<file path="src/rtl/fetch_if.sv">
// Fetch-side bundle: instruction-memory port, decode feedback, IF/ID register outputs.
// dbg_pc_ld/dbg_pc_val redirect the PC to an arbitrary 32-bit value; tie low in normal use.
interface fetch_if;
  logic        imem_req;
  logic [0:31] imem_addr;
  logic        imem_rvalid;
  logic [0:31] imem_rdata;
  logic        ID_stall;
  logic        ID_br_ctrl;
  logic [0:15] ID_imm_addr;
  logic [0:31] IF_ID_inst;
  logic        IF_ID_valid;
  logic [0:31] IF_ID_pc;
  logic        dbg_pc_ld;
  logic [0:31] dbg_pc_val;

  modport master (
    output imem_req, imem_addr, IF_ID_inst, IF_ID_valid, IF_ID_pc,
    input  imem_rvalid, imem_rdata, ID_stall, ID_br_ctrl, ID_imm_addr, dbg_pc_ld, dbg_pc_val
  );

  modport slave (
    input  imem_req, imem_addr, IF_ID_inst, IF_ID_valid, IF_ID_pc,
    output imem_rvalid, imem_rdata, ID_stall, ID_br_ctrl, ID_imm_addr, dbg_pc_ld, dbg_pc_val
  );
endinterface

</file>
<file path="src/rtl/fetch_unit.sv">
// Instruction fetch: one outstanding imem read, result lands in IF/ID on the edge sampling rvalid.
// ID_stall holds IF/ID; a response arriving under stall parks in a one-entry buffer (FULL).
module fetch_unit (
  input  logic     clk,
  input  logic     reset,
  fetch_if.master  bus
);
  localparam logic [1:0] FETCH = 2'd0;
  localparam logic [1:0] WAIT  = 2'd1;
  localparam logic [1:0] FULL  = 2'd2;
  localparam logic [1:0] DROP  = 2'd3;

  logic [1:0]  state;
  logic [0:31] pc;
  logic [0:31] buf_inst;
  logic [0:31] if_id_inst;
  logic [0:31] if_id_pc;
  logic        if_id_valid;
  logic        adv;
  logic        redirect;
  logic [0:31] redirect_pc;

  // The debug load behaves exactly like a branch, only with a full-width target.
  always_comb begin
    adv         = !bus.ID_stall;
    redirect    = bus.ID_br_ctrl | bus.dbg_pc_ld;
    redirect_pc = bus.ID_br_ctrl ? {16'b0, bus.ID_imm_addr} : bus.dbg_pc_val;
  end

  assign bus.imem_req    = reset && (state == FETCH) && !redirect;
  assign bus.imem_addr   = pc;
  assign bus.IF_ID_inst  = if_id_inst;
  assign bus.IF_ID_pc    = if_id_pc;
  assign bus.IF_ID_valid = if_id_valid;

  always_ff @(posedge clk or negedge reset) begin
    if (!reset) begin
      state       <= FETCH;
      pc          <= '0;
      buf_inst    <= '0;
      if_id_inst  <= '0;
      if_id_pc    <= '0;
      if_id_valid <= 1'b0;
    end else if (redirect) begin
      if_id_valid <= 1'b0;
      pc          <= redirect_pc;
      buf_inst    <= '0;
      // A request still in flight must be swallowed before the target is fetched.
      if ((state == WAIT || state == DROP) && !bus.imem_rvalid)
        state <= DROP;
      else
        state <= FETCH;
    end else begin
      case (state)
        FETCH: begin
          state <= WAIT;
          if (adv)
            if_id_valid <= 1'b0;
        end
        WAIT: begin
          if (bus.imem_rvalid) begin
            if (adv) begin
              if_id_inst  <= bus.imem_rdata;
              if_id_pc    <= pc;
              if_id_valid <= 1'b1;
              pc          <= pc + 32'd4;
              state       <= FETCH;
            end else begin
              buf_inst <= bus.imem_rdata;
              state    <= FULL;
            end
          end else if (adv) begin
            if_id_valid <= 1'b0;
          end
        end
        FULL: begin
          if (adv) begin
            if_id_inst  <= buf_inst;
            if_id_pc    <= pc;
            if_id_valid <= 1'b1;
            pc          <= pc + 32'd4;
            state       <= FETCH;
          end
        end
        DROP: begin
          if (bus.imem_rvalid)
            state <= FETCH;
        end
        default: state <= FETCH;
      endcase
    end
  end
endmodule

</file>
<file path="src/flat_wrapper.sv">
// flat-port wrapper written by rule: the top's interface ports become plain ports
module fetch_unit_flat 
  (clk, reset, bus_imem_req, bus_imem_addr, bus_IF_ID_inst, bus_IF_ID_valid, bus_IF_ID_pc, bus_imem_rvalid, bus_imem_rdata, bus_ID_stall, bus_ID_br_ctrl, bus_ID_imm_addr, bus_dbg_pc_ld, bus_dbg_pc_val);
  fetch_if bus_i ();
  input  logic clk;
  input  logic reset;
  output wire logic [$bits(bus_i.imem_req)-1:0] bus_imem_req;
  output wire logic [$bits(bus_i.imem_addr)-1:0] bus_imem_addr;
  output wire logic [$bits(bus_i.IF_ID_inst)-1:0] bus_IF_ID_inst;
  output wire logic [$bits(bus_i.IF_ID_valid)-1:0] bus_IF_ID_valid;
  output wire logic [$bits(bus_i.IF_ID_pc)-1:0] bus_IF_ID_pc;
  input wire logic [$bits(bus_i.imem_rvalid)-1:0] bus_imem_rvalid;
  input wire logic [$bits(bus_i.imem_rdata)-1:0] bus_imem_rdata;
  input wire logic [$bits(bus_i.ID_stall)-1:0] bus_ID_stall;
  input wire logic [$bits(bus_i.ID_br_ctrl)-1:0] bus_ID_br_ctrl;
  input wire logic [$bits(bus_i.ID_imm_addr)-1:0] bus_ID_imm_addr;
  input wire logic [$bits(bus_i.dbg_pc_ld)-1:0] bus_dbg_pc_ld;
  input wire logic [$bits(bus_i.dbg_pc_val)-1:0] bus_dbg_pc_val;
  assign bus_imem_req = bus_i.imem_req;
  assign bus_imem_addr = bus_i.imem_addr;
  assign bus_IF_ID_inst = bus_i.IF_ID_inst;
  assign bus_IF_ID_valid = bus_i.IF_ID_valid;
  assign bus_IF_ID_pc = bus_i.IF_ID_pc;
  assign bus_i.imem_rvalid = bus_imem_rvalid;
  assign bus_i.imem_rdata = bus_imem_rdata;
  assign bus_i.ID_stall = bus_ID_stall;
  assign bus_i.ID_br_ctrl = bus_ID_br_ctrl;
  assign bus_i.ID_imm_addr = bus_ID_imm_addr;
  assign bus_i.dbg_pc_ld = bus_dbg_pc_ld;
  assign bus_i.dbg_pc_val = bus_dbg_pc_val;
  fetch_unit u_core (.clk(clk), .reset(reset), .bus(bus_i));
endmodule
</file>
<file path="config.mk">
export PLATFORM = sky130hd
export DESIGN_NAME = fetch_unit_flat
export DESIGN_NICKNAME = d
export VERILOG_FILES = /design/src/rtl/fetch_if.sv /design/src/rtl/fetch_unit.sv /design/src/flat_wrapper.sv
export SDC_FILE = /design/constraint.sdc
export NUM_CORES = 1
export LEC_CHECK = 0
export ABC_AREA = 0
export BUFFER_PORTS_ARGS = -buffer_cell sky130_fd_sc_hd__buf_2
export CAP_MARGIN = 10
export CORE_MARGIN = 4
export CORE_UTILIZATION = 45
export CTS_CLUSTER_SIZE = 40
export DETAILED_ROUTE_END_ITERATION = 7
export GPL_TIMING_DRIVEN = 0
export PLACE_DENSITY = 0.81
export SKIP_LAST_GASP = 1
export SLEW_MARGIN = 20
export SYNTH_ARGS = -nofsm -noshare
export SYNTH_HDL_FRONTEND = slang
export SYNTH_SLANG_ARGS = --single-unit
export TNS_END_PERCENT = 10
</file>
<file path="constraint.sdc">
create_clock -name clk -period 2.8 [get_ports clk]
set_input_delay 0.84 -clock clk [delete_from_list [all_inputs] [get_ports clk]]
set_output_delay 0.84 -clock clk [all_outputs]
set_load 0.01 [all_outputs]
</file>
Word-level counts from Yosys, hierarchy flattened --
Index checks and enable logic that the tools add are counted.
Operators by class: multiply operators 0, div/mod/pow operators 0, equality and inequality tests 9, muxes and demuxes 28, $lt $le $gt $ge 0, $add $sub $neg 1, shifts and indexed selects 0, reduce and logical (&&, ||, !) cells 18, bitwise operators 2
Operators with widths (count):
- $mux 32 | 13
- $pmux 32 s2 | 3
- $add 32x3->32 const B | 1
- $mux 2 | 6
- $ne 3x2->1 const B | 3
- $reduce_and 3->1 | 3
- $pmux 2 s4 | 1
- $reduce_bool 2->1 | 4
- $ne 2x2->1 const B | 3
- $reduce_and 5->1 | 1
- $eq 2x2->1 const B | 2
- $mux 1 | 4
- $reduce_bool 4->1 | 1
- $logic_and 1x1->1 | 3
- $pmux 1 s3 | 1
- $reduce_bool 3->1 | 1
- $eq 2x1->1 const B | 1
- $logic_not 1->1 | 2
- $logic_not 2->1 | 1
- $reduce_and 2->1 | 1
- $logic_or 1x1->1 | 1
- $not 1->1 | 1
- $or 1x1->1 | 1
Storage, ports and cells: output and inout bits 98, memories 0, RAM bits 0, bits in read-only memories 0, bits in latches 0, bits of input ports 86, word-level logic and storage cells 64, flip-flop bits (word level) 131

Longest topological paths before layout --
Gate-level depths: netlist of run 1.
depth after elaboration 5, gate-level depth with buffers 9

Worst setup path before layout of run 1 --
No wires, ideal clock.
path type input to output, start point input bus_ID_br_ctrl, end point output bus_imem_req, required time 1.960 ns, path buffers 2, data arrival time 1.669 ns, stages 4, slack 0.291 ns, path through buf_2 nor2_1 clkbuf_1 and3_1
On the way: cells in the longest elaborated chain, start to end 3
Ends and longest elaborated chain:
- from (decl) | line flat_wrapper.sv:15 | input wire logic [$bits(bus_i.ID_br_ctrl)-1:0] bus_ID_br_ctrl;
- $or 1x1->1 | line fetch_unit.sv:26 | redirect = bus.ID_br_ctrl | bus.dbg_pc_ld;
- $logic_not 1->1 | line fetch_unit.sv:30 | assign bus.imem_req = reset && (state == FETCH) && !redirect;
- $logic_and 1x1->1 | line fetch_unit.sv:30
- to (decl) | line flat_wrapper.sv:7 | output wire logic [$bits(bus_i.imem_req)-1:0] bus_imem_req;
No other way between the ends.

Worst setup path in the final report of run 1 --
Ends and elaborated chain as after synthesis.

==> impl_metrics.json, run 1 <==
{
  "status": "complete, no violations",
  "globalRouteOverflowTotal": 0,
  "ir_drop_mv": 0.351,
  "seqCellArea_sq_um": 3280,
  "wirelength_mm": 18.3,
  "firstDrtPassIters": 5,
  "ys.flop_type": "dfrtp_1",
  "clockBufferDepth": 2,
  "wl_met1_mm": 7.89,
  "hold_viol_final": 0,
  "synth_area_sq_um": 6370,
  "grt_pass1_vias": 5574,
  "core_sq_um": 13900,
  "cts_tree": "yes",
  "arrival_ns": 1.84,
  "fillers": 1231,
  "multiInputGateArea_sq_um": 2830,
  "vias": 5687,
  "max_slew_margin_pct": 45.3,
  "critPathKind": "input port to output pin",
  "htree_levels": 4,
  "port_buffers": 181,
  "post-place-ws_ns": -0.124,
  "finalPower_mw": 5.94,
  "routed-wl-met3_mm": 1.24,
  "clock.fmax_mhz": 373,
  "endpoint_kind": "output pin",
  "postSynthCellCount": 642,
  "fin_ws_ns": 0.121,
  "cts_buffers": 17,
  "synth-seq-cells": 131,
  "viasPerCell": 5.51,
  "path_clk_slew_ns": 0.05,
  "max-cap-violations": 0,
  "cts_hold_buf": 0,
  "die-area_sq_um": 16100,
  "wl_met2_mm": 8.73,
  "startpoint_type": "input port",
  "ant_nets": 0,
  "p_leak_nw": 3.88,
  "postCtsSetupRepairBufs": 0,
  "hp-class": "input port to asynchronous set/reset pin",
  "cellPowerDensity_nw_per_um2": 735,
  "grt_max_degree": 75,
  "initial_utilization_pct": 45.9,
  "synth-edff-count": 0,
  "syn_nets": 734,
  "tightest_slew_ns": 0.814,
  "row_count": 43,
  "tns_ns": 0,
  "ys_warn_count": 0,
  "path_max_fanout": 10,
  "top_layer_used": "met4",
  "setup_viol": 0,
  "boundaryPins": 184,
  "syn_area_per_cell_sq_um": 9.92,
  "num_antenna_cells": 0,
  "clk_latency_ns": 0.41,
  "area_growth_pct": 26.8,
  "drive_gt1_share_pct": 30.9,
  "grt_usage_pct": 23.0,
  "utilization_pct": 58.2,
  "antenna_found_initial": 0,
  "async_reset_ff_share_pct": 100,
  "min_period_ns": 2.68,
  "whs_ns": 0.392,
  "wl_per_cell_microns": 17.7,
  "cts_sinks": 131,
  "detailed_place_hpwl_mm": 13.2,
  "die_h_microns": 127,
  "drc": 0,
  "fin_worst_skew_ns": 0.00597,
  "drt_iter0_drc": 409,
  "seq_area_frac_synth_pct": 51.5,
  "fin_crit_sh_pct": 95.7,
  "rsz0062_at_grt": "no",
  "synth.distinct_cells": 54,
  "root_buffer": "clkbuf_16",
  "layout_common_cells": "187 x buf_2, 131 x dfrtp_1, 129 x nand2_1",
  "final_nets": 935,
  "layout_commonest_cell": "buf_2",
  "place.gp.congestion": 0.904,
  "die_w_microns": 127,
  "critical_path_required_ns": 1.96,
  "grt_pass1_wl_mm": 29.3,
  "slew_violations": 0
}
==> where the power goes <==
group | switching, mW | internal (mW) | total, mW
clock network | 0.776 | 1.27 | 2.05
logic | 0.765 | 0.597 | 1.36
registers | 0.247 | 2.28 | 2.53
total | 1.79 | 4.15 | 5.94
==> cell families (layout without fill, tap and decap cells) <==
| kind of cell | after synthesis | in the layout | synth area share, % |
|---|---|---|---|
| compound gates | 156 | 156 | 14.3 |
| xor+xnor | 13 | 13 | 1.79 |
| fa+ha+maj | 6 | 6 | 1.18 |
| buf+inv | 59 | 270 | 4.16 |
| flops | 131 | 131 | 51.5 |
| mux | 70 | 70 | 11.6 |
| simple gates | 207 | 207 | 15.5 |
==> flip-flops by register name, indices dropped and copies added (netlist names) <==
register                cells
u_core.state                2
u_core.bus.IF_ID_pc        32
u_core.buf_inst            32
u_core.bus.IF_ID_valid      1
u_core.bus.IF_ID_inst      32
u_core.bus.imem_addr       32
==> critical path: stages <==
cell,delay [ns]
buf_2,0.18
nor2_2,0.21
clkbuf_2,0.29
and3_1,0.18
buf_2,0.14
==> metrics by stage <==
step,area [sq um],cells
final,8080,1033
after global routing,8080,1033
after CTS,8080,1033
after detailed placement,7540,1004
after global placement,7500,1003
after floorplan,6370,642
==> layer usage <==
layer | GRT usage (%) | vias to the layer above
met5 | 0 | -
met4 | 9.59 | 0
met3 | 4.64 | 45
met2 | 36.6 | 221
met1 | 30.9 | 2760
li1 | - | 2661
==> synth_stat cells (2+ instances only) <==
cell	count	share of area, %
mux2_2	31	5.5
a22oi_1	9	1.1
nand3_2	2	0.31
nor3_1	8	0.63
xor2_1	5	0.69
o21a_1	9	1.1
dfrtp_1	131	51
nor4_2	3	0.59
and2_1	2	0.20
a2bb2oi_1	4	0.55
xnor2_1	8	1.1
and4_1	2	0.28
clkbuf_1	20	1.2
ha_1	6	1.2
nand4_1	10	0.98
buf_6	2	0.35
buf_4	5	0.59
inv_1	17	1.0
a211oi_1	2	0.24
nand2b_1	5	0.49
nand2_1	129	7.6
and3_1	9	0.88
mux2i_1	38	6.0
a311oi_1	2	0.28
o21ai_0	50	3.9
buf_1	7	0.41
a31oi_1	4	0.39
o31a_1	2	0.28
nor2b_1	3	0.29
nand3_1	15	1.2
nor2_1	8	0.47
nor4_1	3	0.29
buf_2	7	0.55
a22o_1	3	0.41
a21oi_1	62	4.9
==> worst paths after layout <==
check,from,cells after the start,slack [ns],to
max,bus_ID_br_ctrl,5,0.12,bus_imem_req
min,reset,1,0.39,u_core.bus.IF_ID_pc[21]$_DFFE_PN0P_
max reg2reg,u_core.state[1]$_DFFE_PN0P_,8,0.35,u_core.bus.IF_ID_inst[22]$_DFFE_PN0P_
min reg2reg,u_core.bus.IF_ID_inst[12]$_DFFE_PN0P_,2,0.47,u_core.bus.IF_ID_inst[12]$_DFFE_PN0P_
max in group asynchronous,reset,2,1.72,u_core.buf_inst[9]$_DFFE_PN0P_
min in group clk,u_core.bus.IF_ID_inst[12]$_DFFE_PN0P_,2,0.47,u_core.bus.IF_ID_inst[12]$_DFFE_PN0P_
==> cell type report <==
| class | count | share of cell area (%) |
|---|---|---|
| tap | 180 | 2.79 |
| clock inverter | 5 | 0.666 |
| inverter | 17 | 0.790 |
| clock buffer | 24 | 5.96 |
| sequential | 131 | 40.6 |
| multi-input combinational | 452 | 35.0 |
| buffer | 42 | 2.51 |
| timing repair buffer | 182 | 11.7 |
==> what timing repair did <==
item	in CTS	in global routing
cloned	0	0
endpoints found under the setup margin	1	1
resized for setup	1	1
Note: power is estimated with default switching activity, not from simulation.
==> run 2, diff against run 1 <==
MAX_ROUTING_LAYER = met4   (was unset)
==> run 2 against run 1 <==
Die area unchanged. Final cell count unchanged. Setup slack got worse by 0.014 ns. Critical path depth unchanged. Highest routed layer unchanged.
==> impl_metrics.json, run 2 (synthesized netlist as in run 1, its figures left out) <==
{
  "utilization_pct": 58.2,
  "gr-max-usage-layer": "met2",
  "power_frac_comb_pct": 22.9,
  "htree_levels": 4,
  "ant_nets": 0,
  "rr_worst_depth": 8,
  "row_count": 43,
  "cts_tree": "yes",
  "die_h_microns": 127,
  "drt_iter0_drc": 410,
  "die_w_microns": 127,
  "initial_utilization_pct": 45.9,
  "hold_viol_final": 0,
  "ir_drop_mv": 0.350,
  "arrival_ns": 1.85,
  "cts_sinks": 131,
  "cts_buffers": 17,
  "layout_common_cells": "187 x buf_2, 131 x dfrtp_1, 129 x nand2_1",
  "globalRouteOverflowTotal": 0,
  "boundaryPins": 184,
  "dp_cells": 1004,
  "vias": 5663,
  "area_growth_pct": 26.8,
  "use_met2_pct": 36.4,
  "clockBufferDepth": 2,
  "cts_hold_buf": 0,
  "drive_gt1_share_pct": 30.9,
  "fin_crit_sh_pct": 96.2,
  "critical_path_required_ns": 1.96,
  "firstDrtPassIters": 5,
  "drc": 0,
  "die-area_sq_um": 16100,
  "p_int_mw": 4.15,
  "grt_use_met1_pct": 31.2,
  "antenna_found_initial": 0,
  "clock.fmax_mhz": 371,
  "core_sq_um": 13900,
  "grt_pass1_vias": 5570,
  "grtUsageMet3_pct": 4.60,
  "endpoint_kind": "output pin",
  "root_buffer": "clkbuf_16",
  "viasPerCell": 5.48,
  "postCtsSetupRepairBufs": 0,
  "stdcell_count": 1033,
  "cellPowerDensity_nw_per_um2": 735,
  "p_sw_share_pct": 30.1,
  "grt_usage_pct": 23.7,
  "wl_per_cell_microns": 17.7,
  "rsz0062_at_grt": "no",
  "switchingPower_mw": 1.78,
  "slew_violations": 0,
  "min_period_ns": 2.69,
  "num_antenna_cells": 0,
  "rrSetupSlack_ns": 0.34,
  "detailed_place_hpwl_mm": 13.2,
  "final_nets": 935,
  "port_buffers": 181,
  "path_max_fanout": 10,
  "p_clk_share_pct": 34.4,
  "max-cap-violations": 0,
  "grt_pass1_wl_mm": 29.3,
  "max_slew_margin_pct": 43.8,
  "status": "complete, no violations",
  "setup_viol": 0,
  "grt_max_degree": 75,
  "place.gp.congestion": 0.920,
  "p_seq_share_pct": 42.6,
  "tightest_slew_ns": 0.836,
  "critPathKind": "input port to output pin",
  "path_clk_slew_ns": 0.05,
  "wirelength_mm": 18.3,
  "clk_latency_ns": 0.41,
  "p_leak_nw": 3.88,
  "fin_worst_skew_ns": 0.00687,
  "hp-class": "input port to asynchronous set/reset pin",
  "whs_ns": 0.389,
  "startpoint_type": "input port",
  "layout_commonest_cell": "buf_2"
}
## run 2: area by class of cell
cell class | instances | area (sq um)
Inverter | 17 | 63.8
Buffer | 42 | 203
Timing Repair Buffer | 182 | 943
Multi-Input combinational cell | 452 | 2830
Clock inverter | 5 | 53.8
Clock buffer | 24 | 482
Sequential cell | 131 | 3280
Tap cell | 180 | 225
Fill cell | 1231 | 5800
## run 2: power groups by stage
stage | registers (mW) | clock network (mW) | logic, mW
after floorplan | 2.71 | 0 | 0.528
after global placement | 2.54 | 0 | 1.34
after detailed placement | 2.56 | 0 | 1.38
after CTS | 2.53 | 2.08 | 1.38
after global routing | 2.58 | 2.19 | 1.51
final | 2.53 | 2.04 | 1.36
## run 2: per-stage QoR
step,power (mW),cell area (sq um),worst slack (ns),TNS [ns]
2_1_floorplan,3.24,6370,0.291,0
3_3_place_gp,3.87,7500,-1.72,-129.44
3_5_place_dp,3.94,7540,-0.124,-0.124
4_1_cts,6.00,8080,0.0235,0
5_1_grt,6.28,8080,0.0410,0
6_report,5.94,8080,0.107,0
## run 2: path summary, 6_finish.rpt
check                                                 startpoint                               endpoint
setup / recovery                                  bus_ID_br_ctrl                           bus_imem_req
hold / removal                                             reset    u_core.bus.IF_ID_pc[21]$_DFFE_PN0P_
setup reg to reg                     u_core.state[1]$_DFFE_PN0P_    u_core.bus.imem_addr[6]$_DFFE_PN0P_
hold reg to reg            u_core.bus.IF_ID_inst[12]$_DFFE_PN0P_  u_core.bus.IF_ID_inst[12]$_DFFE_PN0P_
max in group asynchronous                                  reset         u_core.buf_inst[9]$_DFFE_PN0P_
min in group clk           u_core.bus.IF_ID_inst[12]$_DFFE_PN0P_  u_core.bus.IF_ID_inst[12]$_DFFE_PN0P_
## run 2: critical path, stage by stage
cell and delay (ns):
buf_2 0.18, nor2_2 0.22, clkbuf_2 0.29, and3_1 0.18, buf_2 0.14
## run 2: per-layer routing
| metal | part of all wire (%) | routed length [microns] | vias up |
|---|---|---|---|
| li1 | - | - | 2657 |
| met1 | 44 | 7970 | 2774 |
| met2 | 47 | 8680 | 194 |
| met3 | 6.5 | 1200 | 38 |
| met4 | 2.4 | 444 | 0 |
| met5 | 0 | 0 | - |
## run 2: timing repair
action	in CTS	in global routing
gates resized for setup	1	1
endpoints found under the hold margin	0	0
pin swaps	0	0
setup endpoints to repair	1	1
